<file path="config.mk">
export PLATFORM = sky130hd
export DESIGN_NAME = trigger_staged
export DESIGN_NICKNAME = d
export VERILOG_FILES = /design/src/rtl/trigger_pkg.sv /design/src/rtl/trigger_chan_match.sv /design/src/rtl/trigger_staged.sv
export SDC_FILE = /design/constraint.sdc
export NUM_CORES = 1
export LEC_CHECK = 0
export CORE_MARGIN = 3
export CORE_UTILIZATION = 40
export CTS_BUF_LIST = sky130_fd_sc_hd__clkbuf_8
export DETAILED_ROUTE_END_ITERATION = 16
export PLACE_DENSITY = 0.58
export SETUP_SLACK_MARGIN = 0.2
export SLEW_MARGIN = 20
export SYNTH_ARGS = -nofsm -noshare
export SYNTH_HDL_FRONTEND = slang
export SYNTH_SLANG_ARGS = --single-unit
</file>
<file path="constraint.sdc">
create_clock -name clock -period 17.7 [get_ports clock]
set_input_delay 2.655 -clock clock [delete_from_list [all_inputs] [get_ports clock]]
set_output_delay 2.655 -clock clock [all_outputs]
set_load 0.01 [all_outputs]
</file>
<file path="src/rtl/trigger_pkg.sv">
// Shared types for the staged trigger: per-channel mode codes and FSM states.
package trigger_pkg;

  typedef enum logic [2:0] {
    TRIG_DC   = 3'd0,
    TRIG_LOW  = 3'd1,
    TRIG_HIGH = 3'd2,
    TRIG_RISE = 3'd3,
    TRIG_FALL = 3'd4,
    TRIG_EDGE = 3'd5
  } trig_mode_e;

  typedef enum logic [1:0] {
    ST_IDLE,
    ST_PRIME,
    ST_MATCHING,
    ST_FIRED
  } trig_state_e;

  localparam int MODE_BITS = 3;

endpackage

</file>
<file path="src/rtl/trigger_chan_match.sv">
// Combinational single-channel condition check; reserved codes behave as don't-care.
module trigger_chan_match
  import trigger_pkg::*;
(
  input  logic [MODE_BITS-1:0] mode,
  input  logic                 sample,
  input  logic                 prev,
  output logic                 match
);

  trig_mode_e mode_e;
  assign mode_e = trig_mode_e'(mode);

  always_comb begin
    match = 1'b1;
    case (mode_e)
      TRIG_LOW:  match = ~sample;
      TRIG_HIGH: match = sample;
      TRIG_RISE: match = sample & ~prev;
      TRIG_FALL: match = ~sample & prev;
      TRIG_EDGE: match = sample ^ prev;
      default:   match = 1'b1;
    endcase
  end

endmodule

</file>
<file path="src/rtl/trigger_staged.sv">
// Sequenced multi-stage trigger: each stage needs count+1 matching valid samples,
// the final stage's last qualifying sample raises run on the following cycle.
module trigger_staged
  import trigger_pkg::*;
#(
  parameter int SAMPLE_WIDTH = 8,
  parameter int NUM_STAGES   = 4,
  parameter int COUNT_WIDTH  = 16,
  localparam int STAGE_W     = (NUM_STAGES > 1) ? $clog2(NUM_STAGES) : 1
) (
  input  logic                            clock,
  input  logic                            reset,
  input  logic                            valid,
  input  logic [SAMPLE_WIDTH-1:0]         dataIn,
  input  logic                            cfg_we,
  input  logic [STAGE_W-1:0]              cfg_stage,
  input  logic [MODE_BITS*SAMPLE_WIDTH-1:0] cfg_mode,
  input  logic [COUNT_WIDTH-1:0]          cfg_count,
  input  logic                            cfg_last,
  input  logic                            arm,
  input  logic                            disarm,
  output logic                            run,
  output logic                            armed,
  output logic [STAGE_W-1:0]              stage_idx,
  output logic                            cfg_err
);

  typedef struct packed {
    logic [MODE_BITS*SAMPLE_WIDTH-1:0] mode;
    logic [COUNT_WIDTH-1:0]            count;
    logic                              last;
  } stage_cfg_t;

  stage_cfg_t               cfg_q [NUM_STAGES];
  stage_cfg_t               cur;
  trig_state_e              state_q, state_d;
  logic [STAGE_W-1:0]       stage_q, stage_d;
  logic [COUNT_WIDTH-1:0]   cnt_q, cnt_d;
  logic [SAMPLE_WIDTH-1:0]  prev_q;
  logic [SAMPLE_WIDTH-1:0]  ch_match;
  logic                     stage_match;
  logic                     final_stage;
  logic                     cfg_in_range;

  // Only the active stage's modes reach the comparators.
  assign cur = cfg_q[stage_q];

  for (genvar i = 0; i < SAMPLE_WIDTH; i++) begin : g_chan
    trigger_chan_match u_match (
      .mode   (cur.mode[MODE_BITS*i +: MODE_BITS]),
      .sample (dataIn[i]),
      .prev   (prev_q[i]),
      .match  (ch_match[i])
    );
  end

  assign stage_match  = &ch_match;
  assign final_stage  = cur.last || (stage_q == STAGE_W'(NUM_STAGES - 1));
  assign cfg_in_range = ({1'b0, cfg_stage} < (STAGE_W + 1)'(NUM_STAGES));

  always_comb begin
    state_d = state_q;
    stage_d = stage_q;
    cnt_d   = cnt_q;
    if (disarm) begin
      state_d = ST_IDLE;
      stage_d = '0;
      cnt_d   = '0;
    end else if (arm) begin
      state_d = ST_PRIME;
      stage_d = '0;
      cnt_d   = '0;
    end else begin
      case (state_q)
        ST_PRIME: if (valid) state_d = ST_MATCHING;
        ST_MATCHING: begin
          if (valid && stage_match) begin
            if (cnt_q == cur.count) begin
              if (final_stage) begin
                state_d = ST_FIRED;
              end else begin
                stage_d = stage_q + 1'b1;
                cnt_d   = '0;
              end
            end else begin
              cnt_d = cnt_q + 1'b1;
            end
          end
        end
        default: ;
      endcase
    end
  end

  always_ff @(posedge clock or posedge reset) begin
    if (reset) begin
      state_q <= ST_IDLE;
      stage_q <= '0;
      cnt_q   <= '0;
      prev_q  <= '0;
      cfg_err <= 1'b0;
      for (int s = 0; s < NUM_STAGES; s++) cfg_q[s] <= '0;
    end else begin
      state_q <= state_d;
      stage_q <= stage_d;
      cnt_q   <= cnt_d;
      if (valid) prev_q <= dataIn;
      // A rejected write in the same cycle as arm still leaves the error flagged.
      if (cfg_we && state_q != ST_IDLE) cfg_err <= 1'b1;
      else if (arm)                     cfg_err <= 1'b0;
      if (cfg_we && state_q == ST_IDLE && cfg_in_range) begin
        cfg_q[cfg_stage] <= '{mode: cfg_mode, count: cfg_count, last: cfg_last};
      end
    end
  end

  assign run       = (state_q == ST_FIRED);
  assign armed     = (state_q == ST_PRIME) || (state_q == ST_MATCHING);
  assign stage_idx = stage_q;

endmodule

</file>
-- Word-level counts from Yosys, hierarchy flattened
Index checks and enable logic that the tools add are counted.
- output and inout bits: 5
- logic and storage cells: 167
- bits in registers: 193
- bits of input ports: 57
- bitwise operators: 42
- eq/ne operators: 51
- mux-type cells: 35
- order comparisons: 3
- $add $sub $neg: 2
- reductions and logical operators: 17
- operators with widths (kind ; count):
    $bwmux 164 ; 1
    $mux 41 ; 3
    $mux 16 ; 6
    $bmux 41 s2 ; 1
    $demux 41 s2 ; 1
    $eq 3x2->1 const B ; 16
    $eq 3x3->1 const B ; 16
    $pmux 1 s5 ; 8
    $eq 3x1->1 const B ; 8
    $mux 2 ; 12
    $ne 4x4->1 const B ; 5
    $add 16x1->16 const B ; 1
    $and 1x1->1 ; 16
    $eq 16x16->1 ; 1
    $not 1->1 ; 16
    $reduce_bool 3->1 ; 3
    $reduce_and 8->1 ; 1
    $xor 1x1->1 ; 8
    $eq 2x2->1 const B ; 3
    $ge 3x3->1 const B ; 2
    $not 2->3 ; 2
    $reduce_and 5->1 ; 1
    $logic_and 1x1->1 ; 4
    $pmux 2 s2 ; 1
    other kinds (11) ; 14

-- Logic depth before layout (Yosys ltp)
Gate-level depths: netlist of the first run.
- depth in word-level cells: 12
- depth in mapped cells: 14
- gate-level depth less buffers: 10

-- Hierarchy
Synthesis of the first run repeated with hierarchy kept, for this count alone.
- cell total of the unflattened synthesis: 665
- area, all modules: 9394.0 µm²
- by module, submodules not included (module ; area each (µm²) ; instances ; cells an instance ; sequential area each (µm²)):
    trigger_staged ; 8783.4 ; 1 ; 577 ; 4829.6
    trigger_chan_match ; 76.3 ; 8 ; 11 ; 0.0

-- Least setup slack after synthesis of the first run
Ideal clock, no wire load.
- path type: input to register
- start point: input port dataIn[6]
- end point: register cnt_q[11]
- path buffers: 0
- slack: 12832 ps
- library setup time: 78 ps
- required time: 17622 ps
- stages: 10
- data arrival time: 4790 ps
- cell sequence: inv_1 ha_1 inv_1 mux2i_1 and3_1 or4_4 a2111oi_4 a31oi_4 or4_1 a21boi_1
- word-level cells in the longest chain between the ends: 7
- elaborated cells on any way between the ends: 9
- classes of those cells: mux (1); bitwise (4); reduce/logical (4)
- RTL lines (what ; line ; source):
    start, declared ; trigger_staged.sv:14 ; input logic [SAMPLE_WIDTH-1:0] dataIn,
    $not 1->1 ; trigger_chan_match.sv:17, trigger_chan_match.sv:20 ;
    $and 1x1->1 ; trigger_chan_match.sv:20 ; TRIG_FALL: match = ~sample & prev;
    $pmux 1 s5 * ; trigger_chan_match.sv:16 ; case (mode_e)
    $reduce_and 8->1 * ; trigger_staged.sv:57 ; assign stage_match = &ch_match;
    $logic_and 1x1->1 * ; trigger_staged.sv:77 ; if (valid && stage_match) begin
    $reduce_bool 3->1 (no source line) * ; n/a ;
    $reduce_and 3->1 (no source line) * ; n/a ;
    end signal, assigned ; trigger_staged.sv:106 ; cnt_q <= cnt_d;
    end, declared ; trigger_staged.sv:38 ; logic [COUNT_WIDTH-1:0] cnt_q, cnt_d;
Every way passes the cells marked *; elsewhere a longest branch is shown, timed or not.
A chain may end at the register's enable or synchronous reset.

-- Final worst setup path of the first run
- start point: input port dataIn[5]
- end point: register cnt_q[13]
Same word-level chain as after synthesis.

==> results of run 1 <==
[layer usage]
| metal | wire [um] | global-route usage [%] | vias up |
|---|---|---|---|
| met5 | 8 | 0 | - |
| met4 | 275 | 4.536 | 2 |
| met3 | 498 | 2.554 | 21 |
| met2 | 10080 | 27.21 | 81 |
| met1 | 9656 | 22.38 | 3023 |
| li1 | - | - | 2651 |
[power breakdown]
part           total (W)  leakage [nW]  internal, W  switching, W
sequential      0.000608          2.34     0.000552     0.0000568
combinational   0.000302          1.91     0.000177      0.000125
clock           0.000267         0.167     0.000114      0.000154
total            0.00118          4.42     0.000843      0.000335
[cell usage in the layout, fill, tap and decap left out, types with 3 or more instances in the layout]
master,synthesis,routed
sky130_fd_sc_hd__dfrtp_1,193,191
sky130_fd_sc_hd__mux2_2,170,170
sky130_fd_sc_hd__clkdlybuf4s50_1,0,61
sky130_fd_sc_hd__inv_1,34,34
sky130_fd_sc_hd__mux4_2,26,26
sky130_fd_sc_hd__o21ai_0,22,22
sky130_fd_sc_hd__ha_1,22,22
sky130_fd_sc_hd__nand2_1,21,20
sky130_fd_sc_hd__nor2_1,18,18
sky130_fd_sc_hd__clkbuf_8,0,18
sky130_fd_sc_hd__xnor2_1,16,16
sky130_fd_sc_hd__mux2i_1,13,13
sky130_fd_sc_hd__mux4_1,11,11
sky130_fd_sc_hd__buf_4,3,10
sky130_fd_sc_hd__o211ai_1,9,9
sky130_fd_sc_hd__nand4_1,9,9
sky130_fd_sc_hd__o31ai_1,8,8
sky130_fd_sc_hd__and2_1,7,7
sky130_fd_sc_hd__nand3_1,7,7
sky130_fd_sc_hd__clkinvlp_4,0,7
sky130_fd_sc_hd__a2111oi_0,6,6
sky130_fd_sc_hd__or4_1,5,5
sky130_fd_sc_hd__and3_1,5,5
sky130_fd_sc_hd__a21boi_1,5,5
sky130_fd_sc_hd__or3_1,4,4
sky130_fd_sc_hd__a21oi_1,3,3
sky130_fd_sc_hd__or2_2,3,3
sky130_fd_sc_hd__a21boi_0,3,3
sky130_fd_sc_hd__inv_6,0,3
sky130_fd_sc_hd__nor3_1,4,3
[worst max path at each step]
| stage | startpoint | cells past startpoint | end | slack (ns) |
|---|---|---|---|---|
| 6_report | dataIn[5] | 9 | cnt_q[13] | 12.23 |
| 3_5_place_dp | dataIn[5] | 9 | cnt_q[11] | 11.81 |
| 4_1_cts | dataIn[5] | 9 | cnt_q[11] | 12.26 |
| 2_1_floorplan | reset | 1 | cfg_err | 9.79 |
| 3_3_place_gp | dataIn[5] | 9 | cnt_q[11] | 11.88 |
| 5_1_grt | dataIn[5] | 9 | cnt_q[11] | 12.05 |
[worst reg2reg max path: stages (launching register included)]
cell	delay (ns)
sky130_fd_sc_hd__dfrtp_2	0.75
sky130_fd_sc_hd__buf_4	0.60
sky130_fd_sc_hd__mux4_1	0.74
sky130_fd_sc_hd__nor3b_1	0.18
sky130_fd_sc_hd__o21a_1	0.12
sky130_fd_sc_hd__or4_4	0.53
sky130_fd_sc_hd__a2111oi_4	0.32
sky130_fd_sc_hd__a31oi_4	0.34
sky130_fd_sc_hd__or4_1	0.60
sky130_fd_sc_hd__a21boi_1	0.15
[sequential cells by signal (all words and copies together) (netlist names)]
name / flops
cfg_err: 1
cfg_q: 164
cnt_q: 16
prev_q: 8
stage_idx: 2
state_q: 2
[logic make-up (layout without fill, tap and decap cells)]
kind of cell	after synthesis	count (layout)	share of synthesized area, %
AOI/OAI and AO/OA	71	71	5.361
xor gates and xnor gates	16	16	1.464
adders and majority gates	22	22	2.877
buffers and inverters	70	137	3.726
DFF	193	193	50.47
muxes	220	220	30.50
and+or+nand+nor	97	97	5.596
[area by class of cell]
| class | instances | area share [%] |
|---|---|---|
| clock buffers | 18 | 2.294 |
| clock inverters | 13 | 1.054 |
| inverters | 35 | 1.263 |
| multi-input cells | 426 | 40.66 |
| flip-flops and latches | 193 | 44.75 |
| well taps | 313 | 3.627 |
| repair buffers | 71 | 6.350 |
[per-stage QoR]
stage               instance area (um^2)  utilization (%)  hold WS (ns)  setup slack [ns]  power (W)
detailed placement                 10440            45.27        0.4842             11.81  0.0009245
global route                       10800            46.84        0.5178             12.05   0.001246
CTS                                10800            46.84        0.5074             12.26   0.001193
floorplan                           9569                -        0.4704             9.789  0.0008342
finish                             10800            46.84        0.5042             12.23   0.001178
global placement                   10440            45.27        0.4777             11.88  0.0008994
==> metrics.sh, run 1 <==
FIRST_GLOBAL_VIAS=6217
SYNTH_SEQ_AREA_SHARE_PCT=50.47
SYNTH_TOP_CELL_BY_AREA='sky130_fd_sc_hd__dfrtp_1'
PATH_CLASS='in2reg'
OUTCOME='complete, no violations'
SETUP-TNS-FINAL_NS=0
CTS_ROOT_BUFFER='sky130_fd_sc_hd__clkbuf_8'
DATA_REQUIRED_CRITICAL_PATH_NS=18.08
SYNTH.TOP_CELLS.BY_AREA='sky130_fd_sc_hd__dfrtp_1 50%, sky130_fd_sc_hd__mux2_2 20%, sky130_fd_sc_hd__mux4_2 6.1%'
TIMING_HOLD_VIOLATIONS_FINAL=0
CLOCK_INSERTION_DELAY_WORST_SKEW_NS=0.46
CTS_RESIZED=0
DRV_CAP=0
FILLER_CELL_COUNT=2055
ROWS=55
RSZ_0062_RAISED_AFTER_GLOBAL_ROUTING='no'
FINAL.SETUP_SKEW_NS=0.009574
MIN_PERIOD_OVER_PERIOD_PCT=30.92
INITIAL_CORE_UTIL_PCT=41.51
CHIPHEIGHT_UM=160.7
TIMING.CRITICAL_PATH.BUF_INV=1
FINAL_PERIOD_MINUS_WORST_SETUP_SLACK_NS=5.472
CLOCK_PATH_BUFFERS=2
PLACE.GP.CONGESTION=0.7648
ARRIVAL_NS=5.85
WORSTHOLDPATHTYPE='reg2reg'
SETUP_VIOL=0
ROUTE.DETAILED.VIAS_PER_INST=5.405
FLOORPLAN.DIE_AREA_UM2=25810
SYNTH_AREA_PER_CELL_UM2=13.89
ANTENNA_CELLS_INSERTED=0
ANTENNA_FOUND_INITIAL=1
PEAKVDDDROP_V=0.00004074
DETAIL_ROUTE.DRC_VIOLATIONS=0
REMAINING_MAX_SLEW_BUDGET_AT_THE_TIGHTEST_PIN_PCT=37.61
CP_TOP_FAMILY='compound AO/OA/AOI/OAI gates'
FINISH.CELL_COUNT_WITHOUT_FILLERS=1069
CTS_MADE_BUFFERS=17
CORE_AREA_UM2=23050
DRIVE_ABOVE_1_SHARE_PCT=33.07
CRITICAL_PATH.STARTPOINT_TYPE='input port'
PLACE_HPWL_UM=13950
NUM_VIAS=5778
NUMBER_OF_H_TREE_LEVELS=4
POWER.DENSITY_CELL_AREA_nW_PER_UM2=109.1
CLOCK-SINKS=193
RR_ENDPOINT='cnt_q[13]'
CTS.REPORTEDPATHS.CLKPINSLEW_NS=0.09
PLACED_CELLS_INCL_TAPS=1038
YOSYS.CELL_COUNT.TOP_TYPE='sky130_fd_sc_hd__dfrtp_1'
GRT_FIRST_PASS_WIRELENGTH_UM=33600
PATH_MAX_FANOUT=28
CP-END-KIND='flop'
PORT_BUFFERS=61
AREA_GROWTH_PCT=12.84
GRT.OVERFLOW.TOTAL=0
RR_WORST_DEPTH=9
DRT_ITER0_MARKERS=301
LARGEST_NET_DEGREE_AT_THE_START_OF_GLOBAL_ROUTING=77
FINAL-MAX-SLEW-VIOLATION-COUNT=0
POST-CTS-SETUP-BUFFERS=0
DRT_PRE_ANTENNA_ITERS=4
FP.DIEW_UM=160.7
SYNTH_ENABLE_FLOP_CELLS=0
TOTALWIRELENGTH_UM=20510
MAPPEDNETLISTAREA_UM2=9569
POST_SYNTHESIS_NET_COUNT=768
WORST_PATH_LARGEST_CELL_DELAY_NS=0.60
CRIT_CHAIN='clkdlybuf4s50_1 -> mux4_2 -> nor2b_1 -> a211oi_1 -> a31oi_1 -> a2111oi_4 -> a31oi_4 -> or4_1 -> a21boi_1'
SYNTH-SEQ-CELLS=193
YOSYSWARNINGCOUNT=0
LEAKAGE_nW=4.416
REGAREA_UM2=4832
WHS_ENDPOINT='cfg_q[117]'
ROUTE.ANTENNA.REMAINING_NETS=0
SYNTH_COMMONEST_CELLS='193 x sky130_fd_sc_hd__dfrtp_1, 170 x sky130_fd_sc_hd__mux2_2, 34 x sky130_fd_sc_hd__inv_1'
FF2FF_SETUP_SLACK_NS=13.28
DESIGN.PORTCOUNT=62
WORST_PATH_CELL_WITH_THE_LONGEST_STAGE_DELAY='sky130_fd_sc_hd__or4_1'
CTS_TREE='built'
SYNTHESIS.INSTANCES=689
HOLD_PATH_STARTPOINT='cfg_q[117]'
GRT.TOTAL_USAGE_PCT=16.36
WORST_SLEW_PIN_SLEW_NS=0.9359
CRIT-REG2REG-LAUNCH='stage_idx[0]'
FINISH.NET_COUNT=823
NETLIST.AREA_LEADER.SHARE_PCT=50.47
YS_DOMINANT_REG_CELL='sky130_fd_sc_hd__dfrtp_1'
MAX_FREQ_MHz=182.7
SYNTH_CELL_TYPE_COUNT=54
MULTI_INPUT_COMB_AREA_UM2=4390
POST_CTS_HOLD_BUFFER_COUNT=0
WIRE_LENGTH_PER_CELL_AFTER_DETAILED_ROUTING_UM=19.19
ASYNC_RESET_FF_SHARE_PCT=100.0
NUMBER_OF_CELLS_TRAVERSED_BY_THE_WORST_HOLD_PATH=1
(Power assumes the default switching activity.)
==> inputs of run 2 (changes only) <==
--- a/config.mk
+++ b/config.mk
@@ -9,7 +9,7 @@
 export CORE_UTILIZATION = 40
 export CTS_BUF_LIST = sky130_fd_sc_hd__clkbuf_8
 export DETAILED_ROUTE_END_ITERATION = 16
-export PLACE_DENSITY = 0.58
+export PLACE_DENSITY = 0.6
 export SETUP_SLACK_MARGIN = 0.2
 export SLEW_MARGIN = 20
 export SYNTH_ARGS = -nofsm -noshare
==> constraint.sdc (replaced) <==
create_clock -name clock -period 4.6 [get_ports clock]
set_input_delay 0.69 -clock clock [delete_from_list [all_inputs] [get_ports clock]]
set_output_delay 0.69 -clock clock [all_outputs]
set_load 0.01 [all_outputs]
==> metrics.sh, run 2 (synthesis results as in run 1) <==
OUTCOME='complete, no violations'  # unchanged
CP_TOP_FAMILY='simple AND/OR/NAND/NOR gates'  # was compound AO/OA/AOI/OAI gates
FINAL.SETUP_SKEW_NS=0.01640  # was 0.009574 ns
NUM_VIAS=5946  # was 5778
GLOBAL_ROUTE.USAGE.MET2_PCT=29.15  # was 27.21%
NUMBER_OF_H_TREE_LEVELS=4  # unchanged
TIMING_HOLD_VIOLATIONS_FINAL=0  # unchanged
POWER.CLOCK.FRACTION_PCT=25.0  # was 22.7%
CP_COMMON_CELL='sky130_fd_sc_hd__or4_1'
CTS_TREE='built'  # unchanged
ROWS=55  # unchanged
LARGEST-REGISTER='cfg_q'  # unchanged
AREA_GROWTH_PCT=14.26  # was 12.84%
SETUP_VIOL=0  # unchanged
DRIVE_ABOVE_1_SHARE_PCT=33.42  # was 33.07%
DESIGN.PORTCOUNT=62  # unchanged
CLOCK-SINKS=193  # unchanged
FILLER_CELL_COUNT=2007  # was 2055
PATH_MAX_FANOUT=28  # unchanged
DRT_PRE_ANTENNA_ITERS=5  # was 4
MIN_PERIOD_OVER_PERIOD_PCT=83.20
WORST_SLEW_PIN_SLEW_NS=0.8884  # was 0.9359 ns
SETUP-TNS-FINAL_NS=0  # unchanged
TOTALWIRELENGTH_UM=21560  # was 20510 um
LARGESTREGISTERS='cfg_q (164), cnt_q (16), prev_q (8)'  # unchanged
DETAIL_ROUTE.DRC_VIOLATIONS=0  # unchanged
WIRE_LENGTH_PER_CELL_AFTER_DETAILED_ROUTING_UM=20.07  # was 19.19 um
ARRIVAL_NS=4.22  # was 5.85 ns
HOLD_SLACK_NS=0.5053  # was 0.5042 ns
MAX_FREQ_MHz=261.3
GR-USAGE-MET1_PCT=22.70  # was 22.38%
LARGEST_NET_DEGREE_AT_THE_START_OF_GLOBAL_ROUTING=90  # was 77
PEAKVDDDROP_V=0.0001608  # was 0.00004074 V
GRT_BUSIEST_LAYER='met2'  # unchanged
CTS_ROOT_BUFFER='sky130_fd_sc_hd__clkbuf_8'  # unchanged
ROUTE.DETAILED.VIAS_PER_INST=5.536  # was 5.405
ROUTE.ANTENNA.REMAINING_NETS=0  # unchanged
FIRST_GLOBAL_VIAS=6491  # was 6217
FLOORPLAN.DIE_AREA_UM2=25810  # unchanged
DATA_REQUIRED_CRITICAL_PATH_NS=4.99  # was 18.08 ns
REMAINING_MAX_SLEW_BUDGET_AT_THE_TIGHTEST_PIN_PCT=40.65  # was 37.61%
LEAKAGE_nW=4.496  # was 4.416 nW
DRT_ITER0_MARKERS=389  # was 301
POST_CTS_HOLD_BUFFER_COUNT=0  # unchanged
DRV_CAP=0  # unchanged
GRT_UTIL_MET3_PCT=3.121  # was 2.554%
LAYOUT_COMMON_CELLS='191 x sky130_fd_sc_hd__dfrtp_1, 170 x sky130_fd_sc_hd__mux2_2, 61 x sky130_fd_sc_hd__clkdlybuf4s50_1, 34 x sky130_fd_sc_hd__inv_1, 26 x sky130_fd_sc_hd__mux4_2'  # unchanged
FINISH.NET_COUNT=827  # was 823
FP.DIEW_UM=160.7  # unchanged
WORSTHOLDPATHTYPE='reg2reg'  # unchanged
FINAL-MAX-SLEW-VIOLATION-COUNT=0  # unchanged
MULTI_INPUT_COMB_AREA_UM2=4390  # unchanged
NETSWITCHINGFRACTION_PCT=28.07  # was 28.44%
FINAL_PERIOD_MINUS_WORST_SETUP_SLACK_NS=3.827
PLACE_HPWL_UM=14440  # was 13950 um
CTS.REPORTEDPATHS.CLKPINSLEW_NS=0.10  # was 0.09 ns
PLACE.GP.CONGESTION=0.7757  # was 0.7648
CORE_AREA_UM2=23050  # unchanged
MOSTFREQUENTLAYOUTCELL='sky130_fd_sc_hd__dfrtp_1'  # unchanged
PATH_CLASS='reg2reg'  # was in2reg
POWER.DENSITY_CELL_AREA_nW_PER_UM2=429.9  # was 109.1 nW/um^2
CTS_MADE_BUFFERS=17  # unchanged
FF2FF_SETUP_SLACK_NS=0.77  # was 13.28 ns
CTS_RESIZED=0  # unchanged
WORST_PATH_CELL_WITH_THE_LONGEST_STAGE_DELAY='sky130_fd_sc_hd__dfrtp_2'  # was sky130_fd_sc_hd__or4_1
GRT_FIRST_PASS_WIRELENGTH_UM=35330  # was 33600 um
ANTENNA_FOUND_INITIAL=2  # was 1
PORT_BUFFERS=61  # unchanged
POWER.INTERNAL_W=0.003381  # was 0.0008429 W
INITIAL_CORE_UTIL_PCT=41.51  # unchanged
TIMING.CRITICAL_PATH.BUF_INV=0  # was 1
SWITCHING_POWER_W=0.001319  # was 0.0003349 W
CRITICAL_PATH.STARTPOINT_TYPE='flop'  # was input port
COMBINATIONAL_SHARE_OF_POWER_PCT=25.0  # was 25.6%
GRT.OVERFLOW.TOTAL=0  # unchanged
CRIT_CHAIN='mux4_1 -> nor3b_1 -> o21a_1 -> or4_1 -> nor3_2 -> a31oi_4 -> or4_1 -> a21boi_1'  # was clkdlybuf4s50_1 -> mux4_2 -> nor2b_1 -> a211oi_1 -> a31oi_1 -> a2111oi_4 -> a31oi_4 -> or4_1 -> a21boi_1
FINAL_CELL_UTILIZATION_OF_THE_CORE_PCT=47.43  # was 46.84%
CLOCK_PATH_BUFFERS=2  # unchanged
RSZ_0062_RAISED_AFTER_GLOBAL_ROUTING='no'  # unchanged
CLOCK_INSERTION_DELAY_WORST_SKEW_NS=0.47  # was 0.46 ns
CP-END-KIND='flop'  # unchanged
POST-CTS-SETUP-BUFFERS=0  # unchanged
WORST_PATH_LARGEST_CELL_DELAY_NS=0.75  # was 0.60 ns
SEQPWRFRAC_PCT=49.9  # was 51.7%
REGAREA_UM2=4832  # unchanged
GRT.TOTAL_USAGE_PCT=17.32  # was 16.36%
CHIPHEIGHT_UM=160.7  # unchanged
LARGEST_REGISTER_FF_COUNT=164  # unchanged
run 2: area by class of cell:
class                           instances  share of cell area [%]
Sequential cell                       193                   44.19
Multi-Input combinational cell        426                   40.15
Timing Repair Buffer                   75                   7.003
Tap cell                              313                   3.582
Clock buffer                           19                   2.392
Clock inverter                         12                   1.419
Inverter                               35                   1.236
Antenna cell                            1                 0.02289
run 2: metrics by stage:
step	std cells	setup slack, ns	power, W	area (um^2)
floorplan	689	1.420	0.003211	9573
global placement	1042	0.7705	0.003467	10520
detailed placement	1042	0.6293	0.003579	10520
CTS	1073	0.7389	0.004750	10930
global route	1074	0.4068	0.004969	10930
finish	1074	0.7729	0.004701	10930
run 2: final timing paths:
kind                              startpoint         end  cells after the start
worst max-delay path            stage_idx[0]   cnt_q[11]                      8
worst min-delay path              cfg_q[113]  cfg_q[113]                      1
worst max register to register  stage_idx[0]   cnt_q[11]                      8
worst min register to register    cfg_q[113]  cfg_q[113]                      1
max in group asynchronous              reset   prev_q[5]                      3
min in group asynchronous              reset  cfg_q[131]                      2
run 2: layer usage:
| metal | routed length [um] | share of wire (%) | vias up |
|---|---|---|---|
| li1 | - | - | 2654 |
| met1 | 9684 | 45 | 3134 |
| met2 | 10800 | 50 | 123 |
| met3 | 698 | 3.2 | 33 |
| met4 | 357 | 1.7 | 2 |
| met5 | 13 | 0.060 | - |
run 2: power groups by stage:
| stage | Combinational, W | Clock (W) | Sequential (W) |
|---|---|---|---|
| 4_1_cts | 0.00119 | 0.00120 | 0.00235 |
| 6_report | 0.00118 | 0.00118 | 0.00235 |
| 5_1_grt | 0.00129 | 0.00128 | 0.00240 |
| 2_1_floorplan | 0.000919 | 0 | 0.00229 |
| 3_5_place_dp | 0.00119 | 0 | 0.00239 |
| 3_3_place_gp | 0.00113 | 0 | 0.00234 |
